**config.mk**
```make
export PLATFORM = sky130hd
export DESIGN_NAME = x1_sad_min_tracker
export DESIGN_NICKNAME = d
export VERILOG_FILES = /design/src/rtl/x1_sad_pkg.sv /design/src/rtl/x1_sad_min_tracker_min4.sv /design/src/rtl/x1_sad_min_tracker.sv
export SDC_FILE = /design/constraint.sdc
export NUM_CORES = 1
export LEC_CHECK = 0
export CAP_MARGIN = 20
export CORE_MARGIN = 2
export CORE_UTILIZATION = 39
export CTS_BUF_LIST = sky130_fd_sc_hd__clkbuf_16
export DETAILED_ROUTE_END_ITERATION = 7
export HOLD_SLACK_MARGIN = 0.02
export PLACE_DENSITY_LB_ADDON = 0.05
export SYNTH_ARGS = -nofsm -noshare
export SYNTH_HDL_FRONTEND = slang
export SYNTH_SLANG_ARGS = --single-unit
export TNS_END_PERCENT = 100
```
**constraint.sdc**
```tcl
create_clock -name Clk -period 11.7 [get_ports Clk]
set_clock_uncertainty 0.1 [all_clocks]
set_input_delay 1.17 -clock Clk [delete_from_list [all_inputs] [get_ports Clk]]
set_output_delay 1.17 -clock Clk [all_outputs]
set_load 0.03 [all_outputs]
```
**src/rtl/x1_sad_pkg.sv**
```systemverilog
// Shared widths, batch-mode encodings and the running-minimum seed for the
// X1 SAD minimum search.
package x1_sad_pkg;

   localparam int SAD_W_DEF   = 32;
   localparam int NUM_SAD_DEF = 16;
   localparam int BATCH_W_DEF = 12;

   localparam logic [1:0] SAD_MODE_MID    = 2'b00;
   localparam logic [1:0] SAD_MODE_FIRST  = 2'b01;
   localparam logic [1:0] SAD_MODE_LAST   = 2'b10;
   localparam logic [1:0] SAD_MODE_SINGLE = 2'b11;

   // Wide enough for any SAD_W up to 64; truncation keeps it all-ones.
   localparam logic [63:0] SAD_MIN_INIT = '1;

endpackage

```
**src/rtl/x1_sad_min_tracker_min4.sv**
```systemverilog
// Four-input unsigned minimum with 2-bit position; ties resolve to the
// lowest position so earlier lanes win.
module sad_min4 #(
   parameter int W = 32
) (
   input  logic [W-1:0] a0,
   input  logic [W-1:0] a1,
   input  logic [W-1:0] a2,
   input  logic [W-1:0] a3,
   output logic [W-1:0] min_val,
   output logic [1:0]   min_idx
);

   logic [W-1:0] m01;
   logic [W-1:0] m23;
   logic         s01;
   logic         s23;
   logic         sf;

   // Only a strictly smaller right-hand operand may displace the left one.
   assign s01     = (a1 < a0);
   assign m01     = s01 ? a1 : a0;
   assign s23     = (a3 < a2);
   assign m23     = s23 ? a3 : a2;
   assign sf      = (m23 < m01);
   assign min_val = sf ? m23 : m01;
   assign min_idx = sf ? {1'b1, s23} : {1'b0, s01};

endmodule

```
**src/rtl/x1_sad_min_tracker.sv**
```systemverilog
// X1-stage SAD minimum tracker: 16->4 reduction at S1, 4->1 plus running-min
// update and writeback commit at S2, with batch counting and hazard hold.
module x1_sad_min_tracker
   import x1_sad_pkg::*;
#(
   parameter int SAD_W   = SAD_W_DEF,
   parameter int NUM_SAD = NUM_SAD_DEF,
   parameter int BATCH_W = BATCH_W_DEF
) (
   input  logic               Clk,
   input  logic               Reset,
   input  logic [SAD_W-1:0]   X1_sadMem0_out,
   input  logic [SAD_W-1:0]   X1_sadMem1_out,
   input  logic [SAD_W-1:0]   X1_sadMem2_out,
   input  logic [SAD_W-1:0]   X1_sadMem3_out,
   input  logic [SAD_W-1:0]   X1_sadMem4_out,
   input  logic [SAD_W-1:0]   X1_sadMem5_out,
   input  logic [SAD_W-1:0]   X1_sadMem6_out,
   input  logic [SAD_W-1:0]   X1_sadMem7_out,
   input  logic [SAD_W-1:0]   X1_sadMem8_out,
   input  logic [SAD_W-1:0]   X1_sadMem9_out,
   input  logic [SAD_W-1:0]   X1_sadMem10_out,
   input  logic [SAD_W-1:0]   X1_sadMem11_out,
   input  logic [SAD_W-1:0]   X1_sadMem12_out,
   input  logic [SAD_W-1:0]   X1_sadMem13_out,
   input  logic [SAD_W-1:0]   X1_sadMem14_out,
   input  logic [SAD_W-1:0]   X1_sadMem15_out,
   input  logic               X1_minRegWrite,
   input  logic [1:0]         X1_sadRegWrite,
   input  logic [4:0]         X1_WriteRegCarry,
   input  logic               Hold,
   output logic [SAD_W-1:0]   WB_MinValue,
   output logic [BATCH_W+3:0] WB_MinIndex,
   output logic [4:0]         WB_MinDest,
   output logic               WB_MinWrite,
   output logic               Busy
);

   localparam int NGRP  = NUM_SAD / 4;
   localparam int IDX_W = BATCH_W + 4;

   logic [SAD_W-1:0]   lane_p0 [NUM_SAD];
   logic [SAD_W-1:0]   pmin_p0 [NGRP];
   logic [1:0]         pidx_p0 [NGRP];
   logic               first_p0;
   logic               last_p0;
   logic [BATCH_W-1:0] bnum_p0;

   logic               srch_act;
   logic [BATCH_W-1:0] bcnt;

   logic               vld_p1;
   logic               first_p1;
   logic               last_p1;
   logic [SAD_W-1:0]   pmin_p1 [NGRP];
   logic [1:0]         pidx_p1 [NGRP];
   logic [4:0]         dest_p1;
   logic [BATCH_W-1:0] bnum_p1;

   logic [SAD_W-1:0]   bmin_p1;
   logic [1:0]         bsel_p1;
   logic [IDX_W-1:0]   bidx_p1;
   logic               upd_p1;
   logic [SAD_W-1:0]   nmin_p1;
   logic [IDX_W-1:0]   nidx_p1;

   logic [SAD_W-1:0]   run_min;
   logic [IDX_W-1:0]   run_idx;

   assign lane_p0[0]  = X1_sadMem0_out;
   assign lane_p0[1]  = X1_sadMem1_out;
   assign lane_p0[2]  = X1_sadMem2_out;
   assign lane_p0[3]  = X1_sadMem3_out;
   assign lane_p0[4]  = X1_sadMem4_out;
   assign lane_p0[5]  = X1_sadMem5_out;
   assign lane_p0[6]  = X1_sadMem6_out;
   assign lane_p0[7]  = X1_sadMem7_out;
   assign lane_p0[8]  = X1_sadMem8_out;
   assign lane_p0[9]  = X1_sadMem9_out;
   assign lane_p0[10] = X1_sadMem10_out;
   assign lane_p0[11] = X1_sadMem11_out;
   assign lane_p0[12] = X1_sadMem12_out;
   assign lane_p0[13] = X1_sadMem13_out;
   assign lane_p0[14] = X1_sadMem14_out;
   assign lane_p0[15] = X1_sadMem15_out;

   // ---- S0 -> S1: per-group reduction, mode decode, batch numbering ----
   // A middle/last batch arriving with no search open starts one implicitly.
   assign first_p0 = (X1_sadRegWrite == SAD_MODE_FIRST)  ||
                     (X1_sadRegWrite == SAD_MODE_SINGLE) || !srch_act;
   assign last_p0  = (X1_sadRegWrite == SAD_MODE_LAST)   ||
                     (X1_sadRegWrite == SAD_MODE_SINGLE);
   assign bnum_p0  = first_p0 ? '0 : bcnt + 1'b1;

   for (genvar g = 0; g < NGRP; g++) begin : g_s1
      sad_min4 #(.W(SAD_W)) u_min4 (
         .a0      (lane_p0[4*g]),
         .a1      (lane_p0[4*g+1]),
         .a2      (lane_p0[4*g+2]),
         .a3      (lane_p0[4*g+3]),
         .min_val (pmin_p0[g]),
         .min_idx (pidx_p0[g])
      );
   end

   always_ff @(posedge Clk) begin
      if (!Hold && X1_minRegWrite) begin
         pmin_p1 <= pmin_p0;
         pidx_p1 <= pidx_p0;
         dest_p1 <= X1_WriteRegCarry;
         bnum_p1 <= bnum_p0;
      end
   end

   // ---- S1 -> S2: final reduction, running-min update, commit ----
   sad_min4 #(.W(SAD_W)) u_min4_s2 (
      .a0      (pmin_p1[0]),
      .a1      (pmin_p1[1]),
      .a2      (pmin_p1[2]),
      .a3      (pmin_p1[3]),
      .min_val (bmin_p1),
      .min_idx (bsel_p1)
   );

   assign bidx_p1 = {bnum_p1, bsel_p1, pidx_p1[bsel_p1]};
   // Strict compare keeps the earlier batch on a tie.
   assign upd_p1  = first_p1 || (bmin_p1 < run_min);
   assign nmin_p1 = upd_p1 ? bmin_p1 : run_min;
   assign nidx_p1 = upd_p1 ? bidx_p1 : run_idx;

   always_ff @(posedge Clk or posedge Reset) begin
      if (Reset) begin
         vld_p1      <= 1'b0;
         first_p1    <= 1'b0;
         last_p1     <= 1'b0;
         srch_act    <= 1'b0;
         bcnt        <= '0;
         run_min     <= SAD_W'(SAD_MIN_INIT);
         run_idx     <= '0;
         WB_MinValue <= '0;
         WB_MinIndex <= '0;
         WB_MinDest  <= '0;
         WB_MinWrite <= 1'b0;
         Busy        <= 1'b0;
      end else if (Hold) begin
         WB_MinWrite <= 1'b0;
      end else begin
         vld_p1 <= X1_minRegWrite;
         if (X1_minRegWrite) begin
            first_p1 <= first_p0;
            last_p1  <= last_p0;
            srch_act <= !last_p0;
            bcnt     <= bnum_p0;
         end
         if (vld_p1) begin
            run_min <= nmin_p1;
            run_idx <= nidx_p1;
         end
         WB_MinWrite <= vld_p1 && last_p1;
         if (vld_p1 && last_p1) begin
            WB_MinValue <= nmin_p1;
            WB_MinIndex <= nidx_p1;
            WB_MinDest  <= dest_p1;
         end
         // A new search opening on the same edge as a commit keeps Busy high.
         if (X1_minRegWrite && first_p0) begin
            Busy <= 1'b1;
         end else if (vld_p1 && last_p1) begin
            Busy <= 1'b0;
         end
      end
   end

endmodule
```
Word level (Yosys, flattened, before mapping)
Cells that the tools add are included.

Input bits: 523. Output and inout bits: 55. Flip-flop bits (word level): 272. Word-level logic and storage cells: 89.

Bitwise gates (word level): 2. Reduce and logical (&&, ||, !) cells: 15. Equality and inequality tests: 3. Muxes and demuxes: 29. Order comparisons: 17. Add/sub/neg operators: 1.

Operators with widths (count): 32-bit less-than comparator (16); 32-bit 2-to-1 mux (16); 16-bit 2-to-1 mux (1); 2-bit 2-to-1 mux (7); 12-bit by 1-bit adder with 12-bit output, second input constant (1); 12-bit 2-to-1 mux (1); 2-bit AND reduction (4); 2-bit binary-select mux with 2-bit select (1); 2-bit equality test, second input constant (2); 1-bit logical OR (4); 3-bit greater-or-equal comparator, second input constant (1); 1-bit logical AND (3); 1-bit logical NOT (3); 1-bit 2-to-1 mux (3); 2-bit inverter with 3-bit output (1); 2-bit by 1-bit equality test with 1-bit output, second input constant (1); 2-bit nonzero test (1); 1-bit inverter (1).

Logic depth before layout (Yosys ltp)
Gate-level depths: netlist (run 1).

Depth in word-level cells: 9. Depth in mapped cells: 35. Mapped depth without buffers: 29.

By module
Synthesis (run 1) repeated with hierarchy kept, for this count alone.

Cells, all modules: 2984. Area total of the unflattened synthesis: 27954.3 um^2.

Modules (own cells, without submodules): sad_min4 at g_s1[0].u_min4 ... (instances 4, area each 3464.6 um^2, cells each 437, sequential area each 0.0 um^2); x1_sad_min_tracker (instances 1, area each 10508.8 um^2, cells each 749, sequential area each 7612.3 um^2); sad_min4 at g_s1[2].u_min4 (instances 1, area each 3587.2 um^2, cells each 487, sequential area each 0.0 um^2).

Worst setup path after synthesis (run 1)
Ideal clock, no wire load.

Path kind: register -> register. Start point: reg pmin_p1[71] in the netlist's numbering. End point: reg run_idx[14]. Buffers on the path: 6. Data required time: 11.472 ns. Slack: 4.468 ns. Period minus slack after synthesis: 7.232 ns. Cell stages (with the launch flop): 33. Library setup time: 0.128 ns. Data arrival time: 7.005 ns. Cells stage by stage: edfxtp_1 > ha_1 > and2_1 > a221oi_1 > o21ai_0 > a31o_2 > o31ai_1 > clkbuf_1 > clkbuf_1 > a21oi_1 > ha_1 > a21o_1 > a21o_1 > a221o_1 > a221o_1 > nor2_1 > o21a_1 > a21boi_1 > buf_4 > buf_4 > mux2i_1 > ha_1 > a21oi_1 > o21ai_0 > a2111oi_0 > o21ai_0 > a211oi_1 > o2111ai_1 > o21ai_1 > and3b_1 > buf_4 > buf_4 > mux2_1.

Longest elaborated chain between the ends: 7.

RTL lines: from (decl) (line x1_sad_min_tracker.sv:55) `logic [SAD_W-1:0] pmin_p1 [NGRP];`; from (signal assigned) (line x1_sad_min_tracker.sv:108) `pmin_p1 <= pmin_p0;`; 32-bit less-than comparator (line x1_sad_min_tracker_min4.sv:21) `assign s01 = (a1 < a0);`; 32-bit 2-to-1 mux (*) (line x1_sad_min_tracker_min4.sv:22) `assign m01 = s01 ? a1 : a0;`; 32-bit less-than comparator (line x1_sad_min_tracker_min4.sv:25) `assign sf = (m23 < m01);`; 32-bit 2-to-1 mux (*) (line x1_sad_min_tracker_min4.sv:26) `assign min_val = sf ? m23 : m01;`; 32-bit less-than comparator (*) (line x1_sad_min_tracker.sv:127) `assign upd_p1 = first_p1 || (bmin_p1 < run_min);`; 1-bit logical OR (*) (line x1_sad_min_tracker.sv:127); 16-bit 2-to-1 mux (*) (line x1_sad_min_tracker.sv:129) `assign nidx_p1 = upd_p1 ? bidx_p1 : run_idx;`; to (signal assigned) (line x1_sad_min_tracker.sv:157) `run_idx <= nidx_p1;`; to (decl) (line x1_sad_min_tracker.sv:68) `logic [IDX_W-1:0] run_idx;`.

Mark *: on every way between the ends. The rest lies on a longest branch, timed or not. A chain may end at the register's enable or synchronous reset.

Worst setup path in the final report (run 1)
Start point: reg pmin_p1[25] in the netlist's numbering. End point: reg WB_MinValue[23].

Longest elaborated chain between the ends: 7.

RTL lines: 32-bit less-than comparator (line x1_sad_min_tracker_min4.sv:23) `assign s23 = (a3 < a2);`; 32-bit 2-to-1 mux (*) (line x1_sad_min_tracker_min4.sv:24) `assign m23 = s23 ? a3 : a2;`; 32-bit less-than comparator (line x1_sad_min_tracker_min4.sv:25); 32-bit 2-to-1 mux (*) (line x1_sad_min_tracker_min4.sv:26); 32-bit less-than comparator (line x1_sad_min_tracker.sv:127); 1-bit logical OR (line x1_sad_min_tracker.sv:127); 32-bit 2-to-1 mux (*) (line x1_sad_min_tracker.sv:128) `assign nmin_p1 = upd_p1 ? bmin_p1 : run_min;`; to (signal assigned) (line x1_sad_min_tracker.sv:161) `WB_MinValue <= nmin_p1;`; to (decl) (line x1_sad_min_tracker.sv:32) `output logic [SAD_W-1:0] WB_MinValue,`.

Marked as above.

==> impl_metrics.toml, run 1 <==
[outcome]
outcome = "finished, final reports clean"

[floorplan]
initial_core_util = 0.394
die_area_mm2 = 0.0727
core-area_mm2 = 0.0699
die_h_um = 270
fp-row-count = 97
io_pins = 578
fp.dieW_um = 270

[logic_synthesis]
yosys.area.top_type = "ha_1"
ys_ff_latch = 272
yosysWarnings = 0
synth_cells = 3011
synth_most_common_cell = "inv_1"
yosys-top-cells-count = "inv_1, ha_1, mux2i_1"
synth_edf_count = 153
synth-main-ff-cell = "edfxtp_1"
yosysUniqueCellTypes = 73
synth_top_area_frac = 0.226
asyncSetResetFlopFracSynth = 0.438
syn_avg_cell_area_um2 = 9.14
synth.top_cells.by_area = "ha_1, edfxtp_1, mux2i_1"
ys_seq_area_frac = 0.277
netlist_area_mm2 = 0.0275
synth_nets = 4031

[cts]
cts.repair.resized = 0
clk_pin_slew_ns = 0.06
clock_latency_ns = 0.58
holdBufCountCts = 0
cts.sinks = 272
cts_buffers = 31
postCtsSetupRepairBufs = 0
tritoncts = "built"
cts_buffer_depth = 3
cts_root_buf = "clkbuf_16"
cts-htree-levels = 1

[cells_and_area]
nFillCells = 6487
final_cells = 4520
final_nets = 4573
syn2layout_area_growth_pct = 28.2
drive_gt1_frac = 0.0453
post-route-util = 0.505
fin_area_mm2 = 0.0353

[placement]
dp_cells = 4460
dpl_cell_area_mm2 = 0.0343
post-dp-hpwl_um = 78700
io_buffers = 577
routabilityCongestion = 0.927

[setup_path]
crit_slowest_cell = "buf_4"
r2r_setup_slack_ns = 2.51
critPathMaxStageDelay_ns = 0.68
r2r_cells = 31
rr_endpoint = "WB_MinValue[23]$_DFFE_PP0P_"
worstPathArrival_ns = 9.50
required_ns = 12.01
critPathKind = "flop to flop"
path_max_fanout = 47
reg2reg_from = "pmin_p1[25]$_DFFE_PP_"
startpoint_type = "flop"
critPathLaunch = "pmin_p1[25]$_DFFE_PP_"
crit_path_end_kind = "flop"

[worst_hold_path]
hold_start = "dest_p1[4]$_DFFE_PP_"
whs_path_depth = 2
hp-class = "flop to flop"
holdPathEnd = "WB_MinDest[4]$_DFFE_PP0P_"

[grt]
antenna_found_initial = 4
grt-ovfl-total = 0
grt_usage = 0.243
grt_max_degree = 94
grt_pass1_vias = 23900
grt_pass1_wl_um = 138000

[pwr]
ir_worst_vdd_uv = 118
p_leak_nw = 17.8
power.density_mw_per_mm2 = 149
report.power.total_w = 0.00527

[route]
drtPass1Iterations = 5
wl_um = 91200
vias = 23700
wire_per_inst_um = 20.2
antenna_left = 0
via_per_inst = 5.23
drcViolationCount = 0
drtIter0Drc = 1359

[timing]
rsz0062_at_grt = "false"
setup-tns-final_ns = 0
drv_slew = 0
relSlewSlack = 0.294
period_needed_ns = 9.19
setup_viol = 0
fin_crit_sh = 0.785
hold_viol_final = 0
worst_pin_slew_ns = 1.06
max_freq_mhz = 109

[flow_run]
maxCapViolCount = 0
final cells by class:
cell class              instances  area, um^2  share of cell area
repair buffers                597        5940               0.168
well taps                     940        1180              0.0333
diodes                          2        5.00            0.000142
clock buffers                  31         776              0.0220
flip-flops and latches        272        7610               0.216
inverters                     517        1950              0.0552
multi-input cells            2134       17700               0.500
clock inverters                27         191             0.00542
cells by family (layout without fill, tap and decap cells):
family	Yosys count	in the layout	share of synthesized area
multiplexers	489	489	0.180
buffers and inverters	605	1172	0.0863
adder cells (fa/ha/maj)	497	497	0.226
AND/OR/NAND/NOR	530	530	0.0908
AO/OA/AOI/OAI	608	608	0.137
flip-flops	272	272	0.277
XOR/XNOR	10	10	0.00318
other	0	2	0
per-layer routing:
metal | GRT usage | vias to the layer above | routed length (um)
met4 | 0.0414 | 2 | 1520
met5 | 0 | - | 11
met1 | 0.324 | 11200 | 41400
met2 | 0.429 | 516 | 44700
met3 | 0.0257 | 78 | 3650
li1 | - | 11800 | -
sequential cells by signal (all words and copies together), names as in the netlist:
register and cells:
pmin_p1 128, WB_MinValue 32, run_min 32, WB_MinIndex 16, run_idx 16, bcnt 12, bnum_p1 12, pidx_p1 8
WB_MinDest 5, dest_p1 5, Busy 1, WB_MinWrite 1, first_p1 1, last_p1 1, srch_act 1, vld_p1 1
where the power goes:
group | internal [W] | switching (W)
Clock | 0.000527 | 0.000403
Sequential | 0.00133 | 0.000156
Combinational | 0.00122 | 0.00163
Total | 0.00308 | 0.00219
how the worst max path moves through the flow:
| stage | end | slack (ns) |
|---|---|---|
| floorplan | run_idx[14]$_DFFE_PP0P_ | 4.47 |
| global placement | run_idx[7]$_DFFE_PP0P_ | 2.56 |
| detailed placement | WB_MinValue[23]$_DFFE_PP0P_ | 2.67 |
| CTS | WB_MinValue[29]$_DFFE_PP0P_ | 2.62 |
| global route | WB_MinValue[23]$_DFFE_PP0P_ | 1.90 |
| finish | WB_MinValue[23]$_DFFE_PP0P_ | 2.51 |
critical path, delay by kind of cell (launching register included):
kind | cells | cell delay (ns)
AOI/OAI and AO/OA | 20 | 4.24
buffers and inverters | 4 | 1.74
muxes | 3 | 1.29
adders and majority gates | 3 | 1.00
DFF | 1 | 0.40
and+or+nand+nor | 1 | 0.18
cells in the final DEF, fill, tap and decap left out, drive strengths merged, types with 32 or more instances in the layout:
cell           count
clkdlybuf4s50    577
nor2             217
a21oi            276
nand4             72
ha               497
nand2            106
inv              530
dfstp             32
mux2i            435
o21ai             92
edfxtp           153
dfrtp             87
a21o              87
nand3             33
mux2              54
stage by stage:
stage	hold WS (ns)	worst slack, ns
after global routing	0.369	1.90
after CTS	0.340	2.62
final	0.334	2.51
after detailed placement	0.325	2.67
after floorplan	0.315	4.47
after global placement	0.324	2.56
Note: power is estimated with default switching activity, not from simulation.
==> run 2: changes to the inputs <==
clock period = 9.3 ns   (was 11.7 ns; I/O delays follow)
==> impl_metrics.toml, run 2 (synthesis gave the netlist of run 1 again) <==
[floorplan]
io_pins = 578
die_area_mm2 = 0.0727
initial_core_util = 0.394
die_h_um = 270
fp-row-count = 97
fp.dieW_um = 270
core-area_mm2 = 0.0699

[cts]
cts.sinks = 272
tritoncts = "built"
cts_buffers = 30
cts_buffer_depth = 3
cts-htree-levels = 1
cts_root_buf = "clkbuf_16"
clock_latency_ns = 0.57
clk_pin_slew_ns = 0.06

[cells_and_area]
reg_top3 = "pmin_p1: 128 flops, WB_MinValue: 32 flops, run_min: 32 flops"
nFillCells = 6532
final_nets = 4587
drive_gt1_frac = 0.0490
final_common_cell = "clkdlybuf4s50_1"
syn2layout_area_growth_pct = 29.0
largest_register = "pmin_p1"
most-common-layout-cells = "clkdlybuf4s50_1, inv_1, ha_1"
largest_reg_flops = 128

[setup_path]
crit_slowest_cell = "mux2i_1"
path_delay_family = "compound AO/OA/AOI/OAI gates"
cp.buffers_inverters = 3
crit_path_end_kind = "flop"
critPathKind = "flop to flop"
critPathMaxStageDelay_ns = 0.53
startpoint_type = "flop"
path_max_fanout = 47
path_common_cell = "o21ai_0"
worstPathArrival_ns = 8.74
required_ns = 9.64

[pwr]
ir_worst_vdd_uv = 165
report.power.total_w = 0.00676
p_leak_nw = 17.9
power.density_mw_per_mm2 = 190

[timing]
period_needed_ns = 8.40
rsz0062_at_grt = "false"
relSlewSlack = 0.278
setup_viol = 0
fin_ws_ns = 0.898
setup-tns-final_ns = 0
worst_pin_slew_ns = 1.08
fin_crit_sh = 0.903
drv_slew = 0
hold_viol_final = 0
max_freq_mhz = 119

[flow_run]
maxCapViolCount = 0

[route]
vias = 23900
drcViolationCount = 0
antenna_left = 0
wire_per_inst_um = 20.3
wl_um = 92000
via_per_inst = 5.26
drtIter0Drc = 1284
drtPass1Iterations = 6

[worst_hold_path]
hp-class = "flop to flop"

[grt]
grt_usage = 0.245
grt-ovfl-total = 0
grt_pass1_wl_um = 139000
antenna_found_initial = 9
grt_pass1_vias = 24400
grt_max_degree = 94

[placement]
post-dp-hpwl_um = 79500
io_buffers = 577
routabilityCongestion = 0.917
pre_cts_ws_ns = 0.633

[outcome]
outcome = "finished, final reports clean"
==> run 2: cell count changes in the layout (fill, tap and decap cells not counted), sizes merged <==
cell	previous run	this run
diode	2	5
inv	530	521
clkinv	12	11
bufinv	2	5
buf	20	35
clkinvlp	0	5
==> run 2: area by class of cell <==
| class | count | area (um^2) | share of cell area |
|---|---|---|---|
| clock inverters | 25 | 250 | 0.00705 |
| flip-flops and latches | 272 | 7610 | 0.214 |
| multi-input cells | 2134 | 17700 | 0.497 |
| inverters | 517 | 1950 | 0.0549 |
| diodes | 5 | 12.5 | 0.000352 |
| clock buffers | 31 | 776 | 0.0219 |
| repair buffers | 612 | 6070 | 0.171 |
| well taps | 940 | 1180 | 0.0331 |
==> run 2: path summary, 6_finish.rpt <==
check	startpoint	to	slack, ns	cells after the start
max	pmin_p1[71]$_DFFE_PP_	run_idx[4]$_DFFE_PP0P_	0.90	30
min	dest_p1[2]$_DFFE_PP_	WB_MinDest[2]$_DFFE_PP0P_	0.34	2
max reg2reg	pmin_p1[71]$_DFFE_PP_	run_idx[4]$_DFFE_PP0P_	0.90	30
min reg2reg	dest_p1[2]$_DFFE_PP_	WB_MinDest[2]$_DFFE_PP0P_	0.34	2
max in group asynchronous	Reset	WB_MinValue[0]$_DFFE_PP0P_	7.17	3
min in group asynchronous	Reset	WB_MinIndex[13]$_DFFE_PP0P_	0.80	2
==> run 2: what timing repair did <==
action / 4_1_cts / 5_1_grt
gates resized for setup: 0 / 2
setup buffers: 0 / 12
endpoints found under the setup margin: 0 / 81
hold buffers: 0 / 0
==> run 2: power breakdown <==
part,internal (W),switching (W)
clock network,0.000740,0.000494
registers,0.00167,0.000204
logic,0.00158,0.00206
==> run 2: worst min-delay path, stage by stage, from the launching register on <==
cell and delay, ns:
edfxtp_1 0.32, nand2_1 0.04, nand2_1 0.05
==> run 2: through the flow <==
stage	instance area (um^2)	hold slack (ns)	utilization	instances
3_5_place_dp	34300	0.327	0.491	4463
5_1_grt	35500	0.373	0.508	4535
3_3_place_gp	34300	0.325	0.491	4463
4_1_cts	35400	0.345	0.506	4519
2_1_floorplan	27500	0.315	-	3011
6_report	35500	0.344	0.508	4536
==> run 2: per-layer routing <==
| metal | track usage | wire length [um] | up-vias | share of wire |
|---|---|---|---|---|
| li1 | - | - | 11900 | - |
| met1 | 0.318 | 41400 | 11400 | 0.45 |
| met2 | 0.437 | 45400 | 525 | 0.49 |
| met3 | 0.0227 | 3220 | 96 | 0.035 |
| met4 | 0.0535 | 1930 | 6 | 0.021 |
| met5 | 0 | 45 | - | 0.00049 |
